### src/rtl/mii_tx.sv
// MII transmit framer: byte stream in, preamble/SFD/data/pad/FCS nibbles out, then inter-frame gap.
// Every output is a flop whose next value is derived from the next state.
module mii_tx #(
    parameter int MIN_PAYLOAD = 60,
    parameter bit PAD_EN      = 1'b1,
    parameter bit FCS_EN      = 1'b1,
    parameter int IFG_CLKS    = 24
) (
    input  logic       clk,
    input  logic       reset,
    input  logic [7:0] tx_d,
    input  logic       tx_valid,
    input  logic       tx_last,
    output logic       tx_ready,
    output logic       mii_en,
    output logic [3:0] mii_d,
    output logic       mii_er,
    output logic       busy,
    output logic       underrun
);

    localparam logic [2:0] S_IDLE = 3'd0;
    localparam logic [2:0] S_PRE  = 3'd1;
    localparam logic [2:0] S_SFD  = 3'd2;
    localparam logic [2:0] S_DATA = 3'd3;
    localparam logic [2:0] S_PAD  = 3'd4;
    localparam logic [2:0] S_FCS  = 3'd5;
    localparam logic [2:0] S_IFG  = 3'd6;
    localparam logic [2:0] S_UNDR = 3'd7;   // two clocks of TX_ER after the source starved

    localparam logic [2:0] S_TAIL = FCS_EN ? S_FCS : S_IFG;

    logic [2:0]  state_q, state_d;
    logic [15:0] cnt_q, cnt_d;
    logic        nib_q, nib_d;
    logic [7:0]  hold_q, hold_d;
    logic        hold_last_q, hold_last_d;
    logic        fin_q, fin_d;
    logic [10:0] count_q, count_d;
    logic [31:0] crc_q, crc_d;
    logic        tx_ready_q, tx_ready_d;
    logic        mii_en_q, mii_en_d;
    logic [3:0]  mii_d_q, mii_d_d;
    logic        mii_er_q, mii_er_d;
    logic        busy_q, busy_d;
    logic        underrun_q, underrun_d;
    logic [31:0] fcs;
    logic        short_frame;

    function automatic logic [31:0] crc_byte(input logic [31:0] c, input logic [7:0] b);
        logic [31:0] r;
        r = c ^ {24'h0, b};
        for (int i = 0; i < 8; i++) begin
            r = r[0] ? ((r >> 1) ^ 32'hEDB88320) : (r >> 1);
        end
        return r;
    endfunction

    assign short_frame = PAD_EN && (int'(count_q) < MIN_PAYLOAD);

    always_comb begin
        state_d     = state_q;
        cnt_d       = cnt_q;
        nib_d       = nib_q;
        hold_d      = hold_q;
        hold_last_d = hold_last_q;
        fin_d       = fin_q;
        count_d     = count_q;
        crc_d       = crc_q;

        case (state_q)
            S_IDLE: begin
                if (tx_valid && tx_ready_q) begin
                    hold_d      = tx_d;
                    hold_last_d = tx_last;
                    count_d     = 11'd0;
                    crc_d       = 32'hFFFF_FFFF;
                    state_d     = S_PRE;
                    cnt_d       = 16'd0;
                end
            end
            S_PRE: begin
                if (cnt_q == 16'd13) begin
                    state_d = S_SFD;
                    cnt_d   = 16'd0;
                end else begin
                    cnt_d = cnt_q + 16'd1;
                end
            end
            S_SFD: begin
                if (cnt_q == 16'd1) begin
                    state_d = S_DATA;
                    nib_d   = 1'b0;
                end else begin
                    cnt_d = 16'd1;
                end
            end
            S_DATA: begin
                if (!nib_q) begin
                    // Byte is folded in on its low-nibble edge because hold may be reloaded here.
                    crc_d   = crc_byte(crc_q, hold_q);
                    count_d = (count_q == 11'h7FF) ? count_q : count_q + 11'd1;
                    fin_d   = hold_last_q;
                    nib_d   = 1'b1;
                    if (tx_ready_q) begin
                        if (tx_valid) begin
                            hold_d      = tx_d;
                            hold_last_d = tx_last;
                        end else begin
                            state_d = S_UNDR;
                            cnt_d   = 16'd0;
                        end
                    end
                end else if (fin_q) begin
                    state_d = short_frame ? S_PAD : S_TAIL;
                    cnt_d   = 16'd0;
                    nib_d   = 1'b0;
                end else begin
                    nib_d = 1'b0;
                end
            end
            S_PAD: begin
                if (!nib_q) begin
                    crc_d   = crc_byte(crc_q, 8'h00);
                    count_d = (count_q == 11'h7FF) ? count_q : count_q + 11'd1;
                    nib_d   = 1'b1;
                end else if (!short_frame) begin
                    state_d = S_TAIL;
                    cnt_d   = 16'd0;
                    nib_d   = 1'b0;
                end else begin
                    nib_d = 1'b0;
                end
            end
            S_FCS: begin
                if (cnt_q == 16'd7) begin
                    state_d = S_IFG;
                    cnt_d   = 16'd0;
                end else begin
                    cnt_d = cnt_q + 16'd1;
                end
            end
            S_UNDR: begin
                if (cnt_q == 16'd1) begin
                    state_d = S_IFG;
                    cnt_d   = 16'd0;
                end else begin
                    cnt_d = 16'd1;
                end
            end
            S_IFG: begin
                if (cnt_q == 16'(IFG_CLKS - 1)) begin
                    state_d = S_IDLE;
                    cnt_d   = 16'd0;
                end else begin
                    cnt_d = cnt_q + 16'd1;
                end
            end
            default: state_d = S_IDLE;
        endcase

        tx_ready_d = 1'b0;
        mii_en_d   = 1'b0;
        mii_d_d    = 4'h0;
        mii_er_d   = 1'b0;
        underrun_d = 1'b0;
        busy_d     = (state_d != S_IDLE);
        fcs        = ~crc_d;

        case (state_d)
            S_IDLE: tx_ready_d = 1'b1;
            S_PRE: begin
                mii_en_d = 1'b1;
                mii_d_d  = 4'h5;
            end
            S_SFD: begin
                mii_en_d = 1'b1;
                mii_d_d  = (cnt_d == 16'd0) ? 4'h5 : 4'hD;
            end
            S_DATA: begin
                mii_en_d   = 1'b1;
                mii_d_d    = nib_d ? hold_q[7:4] : hold_q[3:0];
                tx_ready_d = !nib_d && !hold_last_d;
            end
            S_PAD: mii_en_d = 1'b1;
            S_FCS: begin
                mii_en_d = 1'b1;
                mii_d_d  = fcs[{cnt_d[2:0], 2'b00} +: 4];
            end
            S_UNDR: begin
                mii_en_d   = 1'b1;
                mii_er_d   = 1'b1;
                underrun_d = (state_q != S_UNDR);
            end
            default: ;
        endcase
    end

    always_ff @(posedge clk) begin
        if (!reset) begin
            state_q     <= S_IDLE;
            cnt_q       <= 16'd0;
            nib_q       <= 1'b0;
            hold_q      <= 8'h00;
            hold_last_q <= 1'b0;
            fin_q       <= 1'b0;
            count_q     <= 11'd0;
            crc_q       <= 32'hFFFF_FFFF;
            tx_ready_q  <= 1'b0;
            mii_en_q    <= 1'b0;
            mii_d_q     <= 4'h0;
            mii_er_q    <= 1'b0;
            busy_q      <= 1'b0;
            underrun_q  <= 1'b0;
        end else begin
            state_q     <= state_d;
            cnt_q       <= cnt_d;
            nib_q       <= nib_d;
            hold_q      <= hold_d;
            hold_last_q <= hold_last_d;
            fin_q       <= fin_d;
            count_q     <= count_d;
            crc_q       <= crc_d;
            tx_ready_q  <= tx_ready_d;
            mii_en_q    <= mii_en_d;
            mii_d_q     <= mii_d_d;
            mii_er_q    <= mii_er_d;
            busy_q      <= busy_d;
            underrun_q  <= underrun_d;
        end
    end

    assign tx_ready = tx_ready_q;
    assign mii_en   = mii_en_q;
    assign mii_d    = mii_d_q;
    assign mii_er   = mii_er_q;
    assign busy     = busy_q;
    assign underrun = underrun_q;

endmodule

### config.mk
export PLATFORM = sky130hd
export DESIGN_NAME = mii_tx
export DESIGN_NICKNAME = d
export VERILOG_FILES = /design/src/rtl/mii_tx.sv
export SDC_FILE = /design/constraint.sdc
export NUM_CORES = 1
export LEC_CHECK = 0
export CORE_MARGIN = 3
export CORE_UTILIZATION = 40
export CTS_CLUSTER_SIZE = 12
export DETAILED_ROUTE_END_ITERATION = 16
export PLACE_DENSITY = 0.57
export SETUP_SLACK_MARGIN = 0.15
export SLEW_MARGIN = 25
export SYNTH_ARGS = -nofsm -noshare
export SYNTH_HDL_FRONTEND = slang
export SYNTH_SLANG_ARGS = --single-unit
### constraint.sdc
create_clock -name clk -period 7 [get_ports clk]
set_clock_uncertainty 0.1 [all_clocks]
set_input_delay 1.05 -clock clk [delete_from_list [all_inputs] [get_ports clk]]
set_output_delay 1.05 -clock clk [all_outputs]
set_load 0.01 [all_outputs]
---- Word level (Yosys, flattened, before mapping) ----
Index checks and enable logic that the tools add are counted.
storage, ports and cells
  bits in registers ....................... 82
  input bits .............................. 12
  output and inout bits ................... 9
  word-level logic and storage cells ...... 148
cells by class
  add/subtract/negate cells ............... 2
  $lt $le $gt $ge ......................... 1
  equality and inequality tests ........... 25
  shifts and indexed selects .............. 1
  multiplexer cells ....................... 70
  bitwise operators ....................... 19
  reductions and logical operators ........ 16
operators by type and width
  operator                                               count
  two-way mux 32 bit                                     19
  inverter 13 -> 14 bit                                  16
  two-way mux 16 bit                                     11
  case mux 16 bit (8 select lines)                       1
  case mux 32 bit (3 select lines)                       1
  two-way mux 3 bit                                      12
  two-way mux 11 bit                                     3
  two-way mux 8 bit                                      4
  inverter 32 bit                                        1
  variable part select 32 x 6 -> 4 bit                   1
  XOR 32 x 8 -> 32 bit                                   1
  case mux 3 bit (8 select lines)                        1
  case mux 11 bit (2 select lines)                       1
  equality test 3 bit (second input constant)            7
  adder 16 x 1 -> 16 bit (second input constant)         1
  equality test 16 x 1 -> 1 bit (second input constant)  1
  equality test 16 x 3 -> 1 bit (second input constant)  1
  equality test 16 x 4 -> 1 bit (second input constant)  1
  equality test 16 x 5 -> 1 bit (second input constant)  1
  zero test 16 bit                                       1
  case mux 4 bit (4 select lines)                        1
  case mux 8 bit (2 select lines)                        1
  equality test 3 x 2 -> 1 bit (second input constant)   4
  != test 2 bit (second input constant)                  6
  other kinds (19)                                       37

---- Logic depth before layout (Yosys ltp) ----
  depth after elaboration ................. 22
  depth in mapped cells ................... 14
  mapped depth without buffers ............ 12

---- Least setup slack after synthesis ----
No wires, ideal clock.
  path kind ............................... in2reg
  start point ............................. input port tx_valid
  end point ............................... register mii_d_q[3], in the netlist mii_d[3]
  setup time .............................. 122 ps
  data arrival time ....................... 3311 ps
  required time ........................... 6778 ps
  path slack .............................. 3467 ps
  stages .................................. 9
  buffers on the path ..................... 1
  path through ............................ or3b_2 a31oi_1 a31o_2 nand2_2 buf_2 a221oi_1 nand2_1 o31a_1 a311o_1
on the way
  cells in the longest elaborated chain, start to end .. 7
  elaborated cells on any way between the ends .. 22
  classes of those cells .................. eq/ne: 4; shift: 1; mux: 14; bitwise: 1; reduce/logical: 2
RTL lines
  what                                                                          line  RTL
  start: declaration                                                            12    input logic tx_valid,
  branches (longest 6 deep; another with variable part select 32 x 6 -> 4 bit)  --
  case mux 4 bit (4 select lines) (*)                                           170   case (state_d)
  end signal: assignment                                                        226   mii_d_q <= mii_d_d;
  end: declaration                                                              43    logic [3:0] mii_d_q, mii_d_d;
Every way passes the cells marked *.
A chain may end at the register's enable or synchronous reset.

---- Final worst setup path ----
Ends and elaborated chain as after synthesis.

==> qor.csv <==
stage,metric,value,unit
cts,Max H-tree Level,3,
logic_synthesis,Synth Register Bits,82,
global_routing,largest net degree at the start of global routing,39,
floorplanning,# rows,44,
global_routing,vias in the first global route,5641,
logic_synthesis,share of the synthesized area in the top cell type,0.264,
floorplanning,core area,14900,um2
sta,worst-margin pin slew,0.930,ns
sta,Setup TNS Final,0,ns
cts,post-CTS setup repair buffer count,0,
global_routing,Global Route Usage Sum,0.250,
sta,final hold viol count,0,
logic_synthesis,ys flop type,dfxtp_1,
cts,CTS Buf Count,9,
final_layout,layout net count,789,
final_layout,# fillers,1482,
sta,RSZ-0062 raised after global routing,false,
job,max-cap violations,0,
routing,DR iter-0 viols,675,
routing,drt wl/cell,21.8,um
power_and_ir_drop,Lkg Pwr,2.49,nW
cts,Max clock buf depth,2,
global_routing,gr ovfl total,0,
cts,CTS Hold Bufs,0,
cts,CTS root buf,clkbuf_16,
logic_synthesis,Mean Syn Cell Area,7.93,um2
sta,fin. max-slew vios,0,
sta,Max Clk Rate,238,MHz
setup_path,critical path class,input port to flip-flop,
placement,dpl hpwl,14900,um
floorplanning,die footprint,17100,um2
final_layout,"commonest non-fill, non-tap cells in the layout","nor2_1, xnor2_1, dfxtp_1, nand2_1, a21oi_1",
logic_synthesis,"area leader, netlist",dfxtp_1,
sta,worst hold margin,0.377,ns
logic_synthesis,top area cells in the synthesized netlist,"dfxtp_1, xnor2_1, a21oi_1, nor2_1, xor2_1",
global_routing,antenna violations before repair,0,
sta,Max-Slew Margin vs Limit,0.376,
routing,vias per cell,6.25,
setup_path,CP Launch Type,input port,
final_layout,area grow syn2layout,8.86,%
setup_path,Worst Path Arrival,4.33,ns
logic_synthesis,cell area after synthesis,6210,um2
cts,"CTS clk-pin slew, worst paths",0.06,ns
setup_path,"Cell Chain, Critical Path",clkdlybuf4s50_1 > or3b_2 > a31oi_1 > a31o_2 > nand2_2 > a2bb2oi_2 > mux2_2 > nand2_1 > a21oi_1 > a311o_1,
setup_path,CP Max Fanout,20,
logic_synthesis,Unique masters post-synth,82,
sta,Final min period,4.20,ns
cts,post-cts resize count,0,
setup_path,Worst Setup End Kind,flip-flop,
routing,Remaining DRCs,0,
global_routing,first-pass GRT wire length,32600,um
routing,post-route ant nets,0,
sta,slack of the critical path,2.80,ns
logic_synthesis,Yosys warnings,0,
setup_path,CP Data Required Time,7.14,ns
setup_path,worst path bufs/invs,1,
power_and_ir_drop,Cell Pwr Density,170,nW/um2
cts,clock net sink count,82,
placement,# port buffers,20,
placement,Setup WS pre-CTS,2.45,ns
final_layout,share of layout cells above drive strength 1,0.0708,
placement,routability cong.,0.937,
power_and_ir_drop,VDD IR max,116,uV
final_layout,Util after Layout,0.455,
routing,Post-Route WL,21000,um
setup_path,Critical-path top delay cell,a2bb2oi_2,
cts,CTS tree,yes,
logic_synthesis,Async SR Flop Fraction,0,
floorplanning,die height,131,um
floorplanning,Die Wd,131,um
logic_synthesis,"EDFF count, synth",0,
sta,final period utilization,0.600,
final_layout,ant diodes,0,
floorplanning,IO Pins,21,
logic_synthesis,cell count after synthesis,784,
floorplanning,Starting Density,0.418,
status,outcome,completed,
routing,DR pass1 iterations,6,
setup_path,"slowest stage delay, CP",0.74,ns
logic_synthesis,syn_nets,799,
routing,via count,6011,
logic_synthesis,register area share after synthesis,0.264,
sta,setup violators final,0,
cts,"Clk Latency, worst-skew pair",0.35,ns
min_path,Min-Delay Path Class,flip-flop to flip-flop,
setup_path,CP top delay family,compound AO/OA/AOI/OAI gates,
## layout make-up
| class | count | area [um2] | share of cell area |
|---|---|---|---|
| clock buffer | 12 | 256 | 0.0379 |
| multi-input combinational | 636 | 4300 | 0.635 |
| sequential | 82 | 1640 | 0.243 |
| inverter | 16 | 60.1 | 0.00888 |
| timing repair buffer | 29 | 268 | 0.0396 |
| tap | 184 | 230 | 0.0340 |
| clock inverter | 2 | 13.8 | 0.00203 |
## flip-flops by register name (all words and copies together), names as in the netlist, 3 cells and up
name,flops
hold_q,8
cnt_q,16
crc_q,32
count_q,11
state_q,3
mii_d,4
## worst register-to-register path: cells and delay by family, from the launching register on
family / cells / cell delay [ns]
AO/OA/AOI/OAI: 4 / 1.42
buffers and inverters: 1 / 0.31
flip-flops: 1 / 0.82
multiplexers: 1 / 0.43
AND/OR/NAND/NOR: 3 / 0.75
## routing by layer
metal,track usage,up-vias,wire length [um]
met4,0.0913,0,684
met3,0.0431,58,1710
met2,0.383,302,9320
met5,0,-,0
met1,0.354,2884,9270
li1,-,2767,-
## worst paths after layout
path | to | depth (start not counted) | startpoint | slack (ns)
worst max-delay path | mii_d[3] | 10 | tx_valid | 2.80
worst min register to register | fin_q | 2 | hold_last_q | 0.38
worst min-delay path | fin_q | 2 | hold_last_q | 0.38
worst max register to register | mii_d[3] | 9 | state_q[1] | 3.07
## synthesized netlist by cell type, drive strengths merged, types with 8 or more instances
cell,count
xnor2,87
dfxtp,82
nor2,82
nand2,76
a21oi,64
o21ai,57
xor2,36
clkbuf,33
mux2i,23
nand3,21
buf,17
inv,16
a221oi,12
nor3,11
or3,10
a211oi,9
nand4,9
o211ai,8
## report_power, final
| group | leakage (nW) | switching (W) | internal (W) |
|---|---|---|---|
| clock network | 0.134 | 0.000200 | 0.000256 |
| logic | 1.69 | 0.000120 | 0.0000850 |
| registers | 0.664 | 0.0000162 | 0.000475 |
## per-stage QoR
| stage | total power (W) | area (um2) | std cells |
|---|---|---|---|
| final | 0.00115 | 6770 | 961 |
| after global routing | 0.00120 | 6770 | 961 |
| after CTS | 0.00116 | 6770 | 961 |
| after detailed placement | 0.000702 | 6490 | 947 |
| after global placement | 0.000698 | 6490 | 947 |
| after floorplan | 0.000647 | 6210 | 784 |
## cells by family (layout without fill, tap and decap cells)
| kind of cell | Yosys count | in the layout | synth area share |
|---|---|---|---|
| buffers and inverters | 66 | 59 | 0.0471 |
| AND/OR/NAND/NOR | 259 | 259 | 0.202 |
| adder cells (fa/ha/maj) | 3 | 3 | 0.00604 |
| flip-flops | 82 | 82 | 0.264 |
| multiplexers | 25 | 25 | 0.0407 |
| AO/OA/AOI/OAI | 219 | 219 | 0.230 |
| XOR/XNOR | 130 | 130 | 0.210 |
No activity file was read; power rests on OpenSTA's default activity.
